### src/rtl/wide_sub_sequencer_if.sv
// Valid/ready operand and result bundle for the wide subtraction sequencer.
interface wide_sub_sequencer_if #(
  parameter int unsigned W = 120
);
  logic         io_in_valid;
  logic         io_in_ready;
  logic [W-1:0] io_in_a;
  logic [W-1:0] io_in_b;
  logic         io_out_valid;
  logic         io_out_ready;
  logic [W-1:0] io_out_diff;
  logic         io_out_borrow;

  modport master (
    output io_in_valid, io_in_a, io_in_b, io_out_ready,
    input  io_in_ready, io_out_valid, io_out_diff, io_out_borrow
  );

  modport slave (
    input  io_in_valid, io_in_a, io_in_b, io_out_ready,
    output io_in_ready, io_out_valid, io_out_diff, io_out_borrow
  );
endinterface

### src/rtl/wide_sub_sequencer.sv
// Wide unsigned subtractor: one shared 15-bit subtractor stepped over the limbs,
// LSB limb first, with the ripple borrow kept in the controller.
module full_subtractor (
  input  logic [14:0] io_in_a,
  input  logic [14:0] io_in_b,
  output logic [14:0] s1,
  output logic        c1
);
  assign {c1, s1} = {1'b0, io_in_a} - {1'b0, io_in_b};
endmodule

module wide_sub_sequencer #(
  parameter int unsigned LIMB_W    = 15,
  parameter int unsigned NUM_LIMBS = 8,
  parameter int unsigned IDX_W     = 3
) (
  input logic                  clock,
  input logic                  reset,
  wide_sub_sequencer_if.slave  io
);
  localparam int unsigned W = NUM_LIMBS * LIMB_W;

  typedef enum logic [1:0] {IDLE, RUN, DONE} state_t;

  state_t             state, state_d;
  logic [IDX_W-1:0]   limb_idx;
  logic               borrow;
  logic [W-1:0]       a_reg, b_reg, diff_reg;
  logic [LIMB_W-1:0]  a_limb, b_limb, s1, limb_diff;
  logic               c1, borrow_d, last_limb;

  assign a_limb    = a_reg[limb_idx*LIMB_W +: LIMB_W];
  assign b_limb    = b_reg[limb_idx*LIMB_W +: LIMB_W];
  assign last_limb = (limb_idx == IDX_W'(NUM_LIMBS - 1));

  full_subtractor u_sub (
    .io_in_a (a_limb),
    .io_in_b (b_limb),
    .s1      (s1),
    .c1      (c1)
  );

  // The subtractor has no borrow-in, so the incoming borrow is folded in here;
  // it can only propagate further when s1 was zero.
  assign limb_diff = s1 - {{(LIMB_W-1){1'b0}}, borrow};
  assign borrow_d  = c1 | (borrow & (s1 == '0));

  always_ff @(posedge clock) begin
    if (reset) state <= IDLE;
    else       state <= state_d;
  end

  always_comb begin
    state_d          = state;
    io.io_in_ready   = 1'b0;
    io.io_out_valid  = 1'b0;
    io.io_out_diff   = diff_reg;
    io.io_out_borrow = borrow;
    case (state)
      IDLE: begin
        io.io_in_ready = 1'b1;
        if (io.io_in_valid) state_d = RUN;
      end
      RUN: begin
        if (last_limb) state_d = DONE;
      end
      DONE: begin
        io.io_out_valid = 1'b1;
        if (io.io_out_ready) state_d = IDLE;
      end
      default: state_d = IDLE;
    endcase
  end

  always_ff @(posedge clock) begin
    if (reset) begin
      limb_idx <= '0;
      borrow   <= 1'b0;
      diff_reg <= '0;
    end else begin
      case (state)
        IDLE: begin
          if (io.io_in_valid) begin
            a_reg    <= io.io_in_a;
            b_reg    <= io.io_in_b;
            limb_idx <= '0;
            borrow   <= 1'b0;
          end
        end
        RUN: begin
          diff_reg[limb_idx*LIMB_W +: LIMB_W] <= limb_diff;
          borrow   <= borrow_d;
          limb_idx <= last_limb ? '0 : limb_idx + IDX_W'(1);
        end
        default: ;
      endcase
    end
  end
endmodule

### src/flat_wrapper.sv
// flat-port wrapper written by rule: the top's interface ports become plain ports
module wide_sub_sequencer_flat 
#(
  parameter int unsigned LIMB_W    = 15,
  parameter int unsigned NUM_LIMBS = 8,
  parameter int unsigned IDX_W     = 3
)
  (clock, reset, io_io_in_valid, io_io_in_a, io_io_in_b, io_io_out_ready, io_io_in_ready, io_io_out_valid, io_io_out_diff, io_io_out_borrow);
  wide_sub_sequencer_if #(.W((120))) io_i ();
  input logic clock;
  input logic reset;
  input wire logic [$bits(io_i.io_in_valid)-1:0] io_io_in_valid;
  input wire logic [$bits(io_i.io_in_a)-1:0] io_io_in_a;
  input wire logic [$bits(io_i.io_in_b)-1:0] io_io_in_b;
  input wire logic [$bits(io_i.io_out_ready)-1:0] io_io_out_ready;
  output wire logic [$bits(io_i.io_in_ready)-1:0] io_io_in_ready;
  output wire logic [$bits(io_i.io_out_valid)-1:0] io_io_out_valid;
  output wire logic [$bits(io_i.io_out_diff)-1:0] io_io_out_diff;
  output wire logic [$bits(io_i.io_out_borrow)-1:0] io_io_out_borrow;
  assign io_i.io_in_valid = io_io_in_valid;
  assign io_i.io_in_a = io_io_in_a;
  assign io_i.io_in_b = io_io_in_b;
  assign io_i.io_out_ready = io_io_out_ready;
  assign io_io_in_ready = io_i.io_in_ready;
  assign io_io_out_valid = io_i.io_out_valid;
  assign io_io_out_diff = io_i.io_out_diff;
  assign io_io_out_borrow = io_i.io_out_borrow;
  wide_sub_sequencer #(.LIMB_W(LIMB_W), .NUM_LIMBS(NUM_LIMBS), .IDX_W(IDX_W)) u_core (.clock(clock), .reset(reset), .io(io_i));
endmodule
### config.mk
export PLATFORM = sky130hd
export DESIGN_NAME = wide_sub_sequencer_flat
export DESIGN_NICKNAME = d
export VERILOG_FILES = /design/src/rtl/wide_sub_sequencer_if.sv /design/src/rtl/wide_sub_sequencer.sv /design/src/flat_wrapper.sv
export SDC_FILE = /design/constraint.sdc
export NUM_CORES = 1
export LEC_CHECK = 0
export BUFFER_PORTS_ARGS = -buffer_cell sky130_fd_sc_hd__buf_2
export CORE_ASPECT_RATIO = 0.7
export CORE_MARGIN = 2
export CORE_UTILIZATION = 50
export DETAILED_ROUTE_END_ITERATION = 7
export PLACE_DENSITY = 0.75
export SLEW_MARGIN = 20
export SYNTH_ARGS = -nofsm -noshare
export SYNTH_HDL_FRONTEND = slang
export SYNTH_HIERARCHICAL = 1
export SYNTH_SLANG_ARGS = --single-unit
export TNS_END_PERCENT = 100
### constraint.sdc
create_clock -name clock -period 35.3 [get_ports clock]
set_input_delay 0 -clock clock [delete_from_list [all_inputs] [get_ports clock]]
set_output_delay 0 -clock clock [all_outputs]
set_load 0.01 [all_outputs]
# Word-level counts from Yosys, hierarchy flattened
# Cells that the tools add are included.
# totals
ram_bits	0
rom_bits	0
memories	0
latchBits	0
regBits	366
output_inout_bits	123
# op_classes
n_reduce_logical	6
n_eq_ne	6
addsub	4
n_div	0
n_mul	1
n_mux	12
shifts	4
order_cmp	0
bitwise	3
# ops
operator	count
indexed part select 120 x 8 -> 15 bit	2
bitwise mux 120 bit	1
variable shift 15 x 34 -> 120 bit, first input constant	1
indexed part select 15 x 34 -> 120 bit	1
negation 7 -> 34 bit	1
subtractor 15 x 15 -> 16 bit	1
zero test 15 bit	1
subtractor 15 x 1 -> 15 bit	1
multiplier 3 x 4 -> 7 bit, second input constant	1
two-way mux 2 bit	3
two-way mux 3 bit	2
case mux 2 bit (3 select lines)	1
case mux 3 bit (2 select lines)	1
AND reduction 3 bit	2
!= test 2 bit, second input constant	2
adder 3 x 1 -> 3 bit, second input constant	1
== test 3 bit, second input constant	1
two-way mux 1 bit	3
== test 2 x 1 -> 1 bit, second input constant	1
== test 2 bit, second input constant	1
zero test 2 bit	1
!= test 2 x 1 -> 1 bit, second input constant	1
case mux 1 bit (2 select lines)	1
AND reduction 2 bit	1
4 further kinds	4

# Depth between registers and ports, before layout
# Gate-level depths: netlist of run 1.
# depth
word_depth	7
ltp_mapped	16

# Modules after synthesis
# The synthesis of run 1 kept the hierarchy.
# by_module_without_submodules
module	seq_area_each_um2	instances	cells_per_inst	area_each_um2
wide_sub_sequencer	9729.3	1	935	14157.3
full_subtractor	0.0	1	114	778.2

# Least setup slack after synthesis of run 1
# Ideal clock, no wire load.
# synth_path
path_type	register -> register
startpoint	register u_core.state[0]
endpoint	register u_core.a_reg[0], enable pin
arrival_time_ns	16.765
required_ns	34.165
slack_ns	17.400
stages_incl_launch_ff	4
setup_time_ns	1.135
period_less_slack_ns	17.900
path_cell_list	dfxtp_1 > clkbuf_1 > nand2b_1 > nor3_1
# synth_via
elab_chain_cells	2
# synth_lines
item	line	text
from (decl)	wide_sub_sequencer.sv:25	state_t state, state_d;
from (signal assigned)	wide_sub_sequencer.sv:50	else state <= state_d;
zero test 2 bit	wide_sub_sequencer.sv:81	case (state)
AND reduction 3 bit (no source line)	--	
to (signal assigned)	wide_sub_sequencer.sv:84	a_reg <= io.io_in_a;
to (decl)	wide_sub_sequencer.sv:28	logic [W-1:0] a_reg, b_reg, diff_reg;
# No other way between the ends.
# A chain may end at the register's enable or synchronous reset.

# Worst setup path after layout of run 1
# layout_path
startpoint	register u_core.limb_idx[0]
endpoint	register u_core.diff_reg[58] (netlist: u_core/io.io_out_diff[58])
# layout_via
elab_chain_cells	6
# layout_lines
item	line	text
from (decl)	wide_sub_sequencer.sv:26	logic [IDX_W-1:0] limb_idx;
from (signal assigned)	wide_sub_sequencer.sv:93	limb_idx <= last_limb ? '0 : limb_idx + IDX_W'(1);
multiplier 3 x 4 -> 7 bit	wide_sub_sequencer.sv:32	assign a_limb = a_reg[limb_idx*LIMB_W +: LIMB_W];
indexed part select 120 x 8 -> 15 bit	wide_sub_sequencer.sv:32	
via u_core.a_limb[0]	wide_sub_sequencer.sv:29	logic [LIMB_W-1:0] a_limb, b_limb, s1, limb_diff;
subtractor 15 x 15 -> 16 bit	wide_sub_sequencer.sv:9	assign {c1, s1} = {1'b0, io_in_a} - {1'b0, io_in_b};
via u_core.s1[8]	wide_sub_sequencer.sv:29	
subtractor 15 x 1 -> 15 bit	wide_sub_sequencer.sv:45	assign limb_diff = s1 - {{(LIMB_W-1){1'b0}}, borrow};
indexed part select 15 x 34 -> 120 bit	wide_sub_sequencer.sv:91	diff_reg[limb_idx*LIMB_W +: LIMB_W] <= limb_diff;
bitwise mux 120 bit	wide_sub_sequencer.sv:91	
to (signal, indexed assignment)	wide_sub_sequencer.sv:91	
to (decl)	wide_sub_sequencer.sv:28	
# The timed path passes the listed nets, and every way through them passes these cells.

==> run summary, run 1 <==
DR pass1 iterations - 5
detailed-route DRC error count - 0
Tmin final - 5.68 ns
first-pass GRT wire length - 70400 um
CTS tree - yes
Min-Delay Path Class - input pin to flop
reg2reg setup slack - 29.62 ns
Overflow after GRT - 0
vias - 11700
Max-cap violations - 0
FMAX - 176 MHz
drt initial violations - 1221
initial antenna violation count - 3
PwrDens - 47.9 nW/um^2
Slew @ Worst Pin - 1.16 ns
CP startpoint kind - flop
Sink Count - 366
Worst Skew - 0.0133 ns
RR Startpoint - u_core/limb_idx[0]$_SDFFE_PP0P_
reg2reg end - u_core/io.io_out_diff[58]$_SDFFE_PP0P_
# hold bufs at CTS - 244
fin worst setup slack - 29.62 ns
commonest cells after routing, fill and taps aside - buf_2, dlygate4sd3_1, edfxtp_1
relative slew slack - 0.220
Area contributors post-synth - edfxtp_1, dfxtp_1, mux4_2, a21oi_1, mux2_2
crit path max fanout - 46
Slew Viols, Final - 0
die area - 31300 um^2
Site Rows - 52
kind of critical path - flop to flop
hold path depth - 2
Synth Instances - 1049
CP Data Arrival Time - 6.04 ns
CORE AREA - 29100 um^2
most area-hungry cell type in the Yosys netlist - edfxtp_1
syn avg cell area - 14.2 um^2
H-tree levels - 2
Post-synth EDFFs - 240
initial core utilization - 0.512
pre-CTS WS - 29.77 ns
GRT Util Overall - 0.304
clock slew at reported path FFs - 0.06 ns
wire per inst - 23.3 um
die height - 149 um
Post-Syn Area - 14900 um^2
Placed Instance Area - 17100 um^2
# nets final - 1919
IO Count - 367
layout cell share with drive strength beyond 1 - 0.320
maximum root-to-sink buffer count - 3
post-CTS setup buffers - 0
gpl congestion - 0.901
post-CTS sizing - 0
WHS - 0.189 ns
HP Start - io_io_in_b[98]
post-route cell area - 20600 um^2
Synth warnings - 6
asr flop ratio synth - 0
via/cell ratio - 5.70
RSZ-0062 raised after global routing - no
Area Growth Syn to Fin - 38.1%
post-synth top area share - 0.483
Post-synth top flop - edfxtp_1
final WL - 47800 um
CP Data Required Time - 35.66 ns
Worst setup EP type - flop
Seq/Total Area, Yosys - 0.651
Final Hold Vio Count - 0
LEAKAGE - 7.83 nW
Synth Net Count - 1317
#FFs+latches synth - 366
period utilization - 0.161
placed insts - 1747
Synth cell types - 61
setup tns final - 0 ns
post-route ant nets - 0
Root Driver - clkbuf_16
DP Wirelength - 28700 um
Max VDD drop - 0.0448 mV
reg2reg path depth - 15
clock latency on the worst-skew pair - 0.52 ns
Die Span X - 211 um
non-filler instance count after layout - 2056
status - completed
Hold EP - u_core/b_reg[98]$_DFFE_PP_
Final setup violation count - 0
port bufs - 366
largest net degree at the start of global routing - 196
commonest non-fill, non-tap cell in the layout - buf_2
vias in the first global route - 11700
total CTS buffers - 36
-- cell families (layout without fill, tap and decap cells) --
| family | count (synthesis) | after routing | share of synthesized area |
|---|---|---|---|
| adder cells (fa/ha/maj) | 24 | 24 | 0.0206 |
| other | 0 | 4 | 0 |
| AND/OR/NAND/NOR | 273 | 273 | 0.0927 |
| buffers and inverters | 80 | 705 | 0.0219 |
| AO/OA/AOI/OAI | 187 | 187 | 0.0829 |
| flip-flops | 366 | 366 | 0.651 |
| XOR/XNOR | 24 | 24 | 0.0141 |
| multiplexers | 95 | 95 | 0.116 |
-- power breakdown --
part / total, W / internal, W / switching, W
registers: 0.000480 / 0.000473 / 0.00000718
logic: 0.000146 / 0.0000611 / 0.0000845
clock network: 0.000363 / 0.000203 / 0.000160
total: 0.000989 / 0.000738 / 0.000252
-- stage by stage --
| step | power, W | util |
|---|---|---|
| floorplan | 0.000566 | - |
| global placement | 0.000604 | 0.586 |
| detailed placement | 0.000606 | 0.586 |
| CTS | 0.000983 | 0.707 |
| global route | 0.00102 | 0.708 |
| finish | 0.000989 | 0.708 |
-- routing by layer --
layer | track usage | up-vias | wire length [um]
met5 | 0 | - | 0
met4 | 0.0820 | 0 | 984
met3 | 0.0853 | 76 | 4630
met2 | 0.488 | 636 | 22400
met1 | 0.411 | 5792 | 19800
li1 | - | 5222 | -
-- area by class of cell --
class / instances / area, um^2
Antenna cell: 4 / 10.0
Clock buffer: 50 / 1030
Clock inverter: 11 / 56.3
Fill cell: 1908 / 8520
Inverter: 27 / 101
Multi-Input combinational cell: 603 / 4880
Sequential cell: 366 / 9740
Tap cell: 378 / 473
Timing Repair Buffer: 617 / 4340
-- how the worst max path moves through the flow --
| stage | start | to | slack (ns) |
|---|---|---|---|
| floorplan | u_core/state[0]$_SDFFE_PP0P_ | u_core/a_reg[0]$_DFFE_PP_ | 17.40 |
| global placement | u_core/limb_idx[0]$_SDFFE_PP0P_ | u_core/io.io_out_diff[58]$_SDFFE_PP0P_ | 29.90 |
| detailed placement | u_core/limb_idx[0]$_SDFFE_PP0P_ | u_core/io.io_out_diff[100]$_SDFFE_PP0P_ | 29.77 |
| CTS | u_core/limb_idx[0]$_SDFFE_PP0P_ | u_core/io.io_out_diff[43]$_SDFFE_PP0P_ | 29.74 |
| global route | u_core/limb_idx[0]$_SDFFE_PP0P_ | u_core/io.io_out_diff[43]$_SDFFE_PP0P_ | 29.17 |
| finish | u_core/limb_idx[0]$_SDFFE_PP0P_ | u_core/io.io_out_diff[58]$_SDFFE_PP0P_ | 29.62 |
-- worst max-delay path, cell delays in order, from the launching register on --
cell	delay, ns
dfxtp_4	0.69
buf_4	0.84
mux4_2	0.62
mux2_2	0.29
inv_1	0.06
ha_1	0.17
fa_1	0.22
nand2b_1	0.16
a21oi_2	0.08
nor2b_1	0.17
o21ai_0	0.13
xor2_1	0.21
nor3_1	0.66
nand4_1	0.19
xor2_1	0.74
o21ai_0	0.21
-- cells in the mapped netlist, types with 3 or more instances --
master / count
edfxtp_1: 240
dfxtp_1: 126
nand2_1: 78
a21oi_1: 68
nor2_1: 67
mux4_2: 60
nand3b_1: 41
o21ai_0: 38
clkbuf_1: 33
mux2_2: 30
inv_1: 27
nand3_1: 25
ha_1: 23
a211oi_1: 20
o41ai_1: 16
nor3_1: 15
xnor2_1: 14
buf_2: 10
o211ai_1: 10
xor2_1: 10
nand2b_1: 9
or3_1: 8
a211oi_2: 7
buf_1: 7
nand4_1: 6
nor2b_1: 6
mux2i_1: 5
a22oi_1: 4
nor4_1: 4
a21o_1: 3
(Power assumes the default switching activity.)
==> run 2: changes to the inputs <==
Settings changed: ABC_AREA from default to 1, CORE_UTILIZATION 50 to 48.
Clock period 35.3 ns to 4.7 ns, I/O delays scaled along.
==> run 2 against run 1 <==
- sequential share of layout area shrank 0.83 points
- wire length grew 7.9%
- cell area grew 1.8%
- critical path type unchanged
- highest routed layer unchanged
==> run summary, run 2 <==
setup tns final - 0 ns (unchanged)
LEAKAGE - 8.99 nW (+15%)
Die Span X - 216 um (+2.7%)
final WL - 51600 um (+7.9%)
first-pass GRT wire length - 78900 um (+12%)
reg2reg path depth - 22 (+7)
asr flop ratio synth - 0 (unchanged)
Overflow after GRT - 0 (unchanged)
IO Count - 367 (unchanged)
# nets final - 2348 (+22%)
Worst setup EP type - flop
Post-Syn Area - 15100 um^2 (+1.3%)
Max-cap violations - 0 (unchanged)
multi-input logic area - 4650 um^2 (-4.8%)
Top Family by Delay on Critical Path - simple AND/OR/NAND/NOR gates
Final Hold Vio Count - 0 (unchanged)
gpl congestion - 0.910 (+1.0%)
DP Wirelength - 32000 um (+12%)
status - completed
port bufs - 366 (unchanged)
die height - 153 um (+2.7%)
total CTS buffers - 36 (unchanged)
commonest non-fill, non-tap cell in the layout - buf_2
die area - 33000 um^2 (+5.4%)
Area contributors post-synth - edfxtp_1, dfxtp_1, o21ai_0, nor2_1, nand2_1
HP Start - io_io_in_b[51]
Site Rows - 54 (+3.8%)
Synth warnings - 6 (unchanged)
CP Data Required Time - 5.16 ns (-30.50 ns)
CORE AREA - 31100 um^2 (+6.6%)
largest net degree at the start of global routing - 93 (-53%)
Slew Viols, Final - 0 (unchanged)
Area Growth Syn to Fin - 38.8%
Post-synth top flop - edfxtp_1
Worst Skew - 0.0350 ns (+0.0218 ns)
Slew @ Worst Pin - 1.08 ns (-0.0783 ns)
DR pass1 iterations - 6 (+1)
Root Driver - clkbuf_16
via/cell ratio - 5.50 (-3.5%)
buffers plus inverters on the worst setup path - 3 (+1)
most frequent cells after synthesis - edfxtp_1, o21ai_0, nor2_1
Tmin final - 4.14 ns (-1.54 ns)
CP startpoint kind - flop
Sink Count - 366 (unchanged)
Final setup violation count - 0 (unchanged)
crit path max fanout - 67 (+46%)
count leader, synth - edfxtp_1
#FFs+latches synth - 366 (unchanged)
hold path depth - 2 (unchanged)
FMAX - 242 MHz (+37%)
Synth cell types - 36 (-41%)
vias in the first global route - 13800 (+19%)
crit-path cells - buf_12 > buf_4 > o21ai_0 > o22ai_1 > nand2_1 > nand2_1 > ha_1 > nand2_1 > inv_1 > nand2_1 > nor2_1 > nand2_1 > nand3_2 > nand2_1 > nand2_1 > nor2_1 > nand2_1 > nor2_1 > nand2_1 > nand2_1 > nand4_1 > a21oi_1
Synth Instances - 1494 (+42%)
kind of critical path - flop to flop
wire per inst - 20.4 um (-12%)
Seq/Total Area, Yosys - 0.643 (-0.00840)
post-synth top area share - 0.476 (-0.00622)
clock latency on the worst-skew pair - 0.54 ns (+0.02 ns)
maximum root-to-sink buffer count - 3 (unchanged)
PwrDens - 384 nW/um^2 (+700%)
period utilization - 0.880 (+0.720)
relative slew slack - 0.276 (+0.0560)
initial antenna violation count - 4 (+1)
Max VDD drop - 0.272 mV (+510%)
layout cell share with drive strength beyond 1 - 0.225 (-0.0956)
drt initial violations - 1596 (+31%)
Synth Net Count - 1762 (+34%)
detailed-route DRC error count - 0 (unchanged)
H-tree levels - 2 (unchanged)
CP Data Arrival Time - 4.60 ns (-1.44 ns)
syn avg cell area - 10.1 um^2 (-29%)
# fillers - 2228 (+17%)
most area-hungry cell type in the Yosys netlist - edfxtp_1
Slowest-stage cell, CP - dfxtp_4
post-route ant nets - 0 (unchanged)
RSZ-0062 raised after global routing - no
WHS - 0.168 ns (-0.0210 ns)
Min-Delay Path Class - input pin to flop
reg2reg end - u_core/io.io_out_diff[87]$_SDFFE_PP0P_
post-CTS sizing - 0 (unchanged)
clock slew at reported path FFs - 0.06 ns (about the same)
CTS tree - yes
vias - 13900 (+19%)
Hold EP - u_core/b_reg[51]$_DFFE_PP_
Post-synth EDFFs - 240 (unchanged)
commonest cells after routing, fill and taps aside - buf_2, dlygate4sd3_1, edfxtp_1
initial core utilization - 0.487 (-0.0256)
worst stage delay on the critical path - 0.52 ns (-0.32 ns)
cell mode on critical path - nand2_1
FF+latch area - 9740 um^2 (about the same)
GRT Util Overall - 0.309 (+0.00547)
RR Startpoint - u_core/limb_idx[0]$_SDFFE_PP0P_
reg2reg setup slack - 0.56 ns (-29.06 ns)
run 2: changes by cell type after synthesis, moves of 41 or more:
| cell | delta |
|---|---|
| inv_1 | +65 |
| mux4_2 | -60 |
| o21ai_0 | +200 |
| nand2_1 | +120 |
| nand3b_1 | -41 |
| o22ai_1 | +50 |
| a21oi_1 | +57 |
| nor2_1 | +136 |
run 2: kinds of logic after synthesis:
group,synth area share
compound gates,0.149
fa+ha+maj,0.0203
flops,0.643
xor+xnor,0.00868
buf+inv,0.0511
simple gates,0.128
run 2: layer usage:
metal	GRT usage	wire length, um
met3	0.0816	5250
met2	0.489	23500
met1	0.409	20800
met5	0	0
met4	0.123	2040
run 2: metrics by stage:
| step | power, W | area (um^2) | util | worst slack [ns] | cells |
|---|---|---|---|---|---|
| after floorplan | 0.00446 | 15100 | - | 0.0259 | 1494 |
| after global placement | 0.00492 | 17300 | 0.558 | 0.771 | 2218 |
| after detailed placement | 0.00493 | 17300 | 0.558 | 0.702 | 2218 |
| after CTS | 0.00800 | 21000 | 0.675 | 0.671 | 2526 |
| after global routing | 0.00836 | 21000 | 0.676 | 0.134 | 2531 |
| final | 0.00807 | 21000 | 0.676 | 0.562 | 2531 |
run 2: worst max path at each step:
stage | cells past startpoint | slack, ns | endpoint | startpoint
3_5_place_dp | 20 | 0.70 | u_core/io.io_out_diff[27]$_SDFFE_PP0P_ | u_core/limb_idx[1]$_SDFFE_PP0P_
3_3_place_gp | 22 | 0.77 | u_core/io.io_out_diff[87]$_SDFFE_PP0P_ | u_core/limb_idx[1]$_SDFFE_PP0P_
2_1_floorplan | 3 | 0.03 | u_core/a_reg[0]$_DFFE_PP_ | u_core/state[1]$_SDFFE_PP0P_
5_1_grt | 23 | 0.13 | u_core/io.io_out_diff[87]$_SDFFE_PP0P_ | u_core/limb_idx[1]$_SDFFE_PP0P_
6_report | 22 | 0.56 | u_core/io.io_out_diff[87]$_SDFFE_PP0P_ | u_core/limb_idx[0]$_SDFFE_PP0P_
4_1_cts | 20 | 0.67 | u_core/io.io_out_diff[87]$_SDFFE_PP0P_ | u_core/limb_idx[1]$_SDFFE_PP0P_
run 2: area by class of cell:
class	instances	share of cell area
repair buffers	637	0.215
well taps	420	0.0250
flip-flops and latches	366	0.464
diodes	5	0.000596
inverters	98	0.0176
clock buffers	48	0.0471
multi-input cells	941	0.222
clock inverters	16	0.00936
run 2: worst reg2reg max path, cell delays in order, from the launching register on:
cell     delay, ns
dfxtp_4       0.52
buf_12        0.32
buf_4         0.38
o21ai_0       0.20
o22ai_1       0.21
nand2_1       0.07
nand2_1       0.14
ha_1          0.32
nand2_1       0.13
inv_1         0.06
nand2_1       0.09
nor2_1        0.05
nand2_1       0.11
nand3_2       0.09
nand2_1       0.07
nand2_1       0.12
nor2_1        0.20
nand2_1       0.07
nor2_1        0.21
nand2_1       0.08
nand2_1       0.18
nand4_1       0.23
a21oi_1       0.20
run 2: what timing repair did:
action | in CTS | in global routing
buffers inserted | 0 | 0
hold buffers | 244 | 0
endpoints found under the setup margin | 0 | 0
hold endpoints to repair | 251 | 0
run 2: power by group:
| part | switching, W | leakage, nW | internal (W) |
|---|---|---|---|
| sequential | 0.0000521 | 3.25 | 0.00357 |
| clock | 0.00126 | 0.581 | 0.00171 |
| combinational | 0.000956 | 5.16 | 0.000523 |
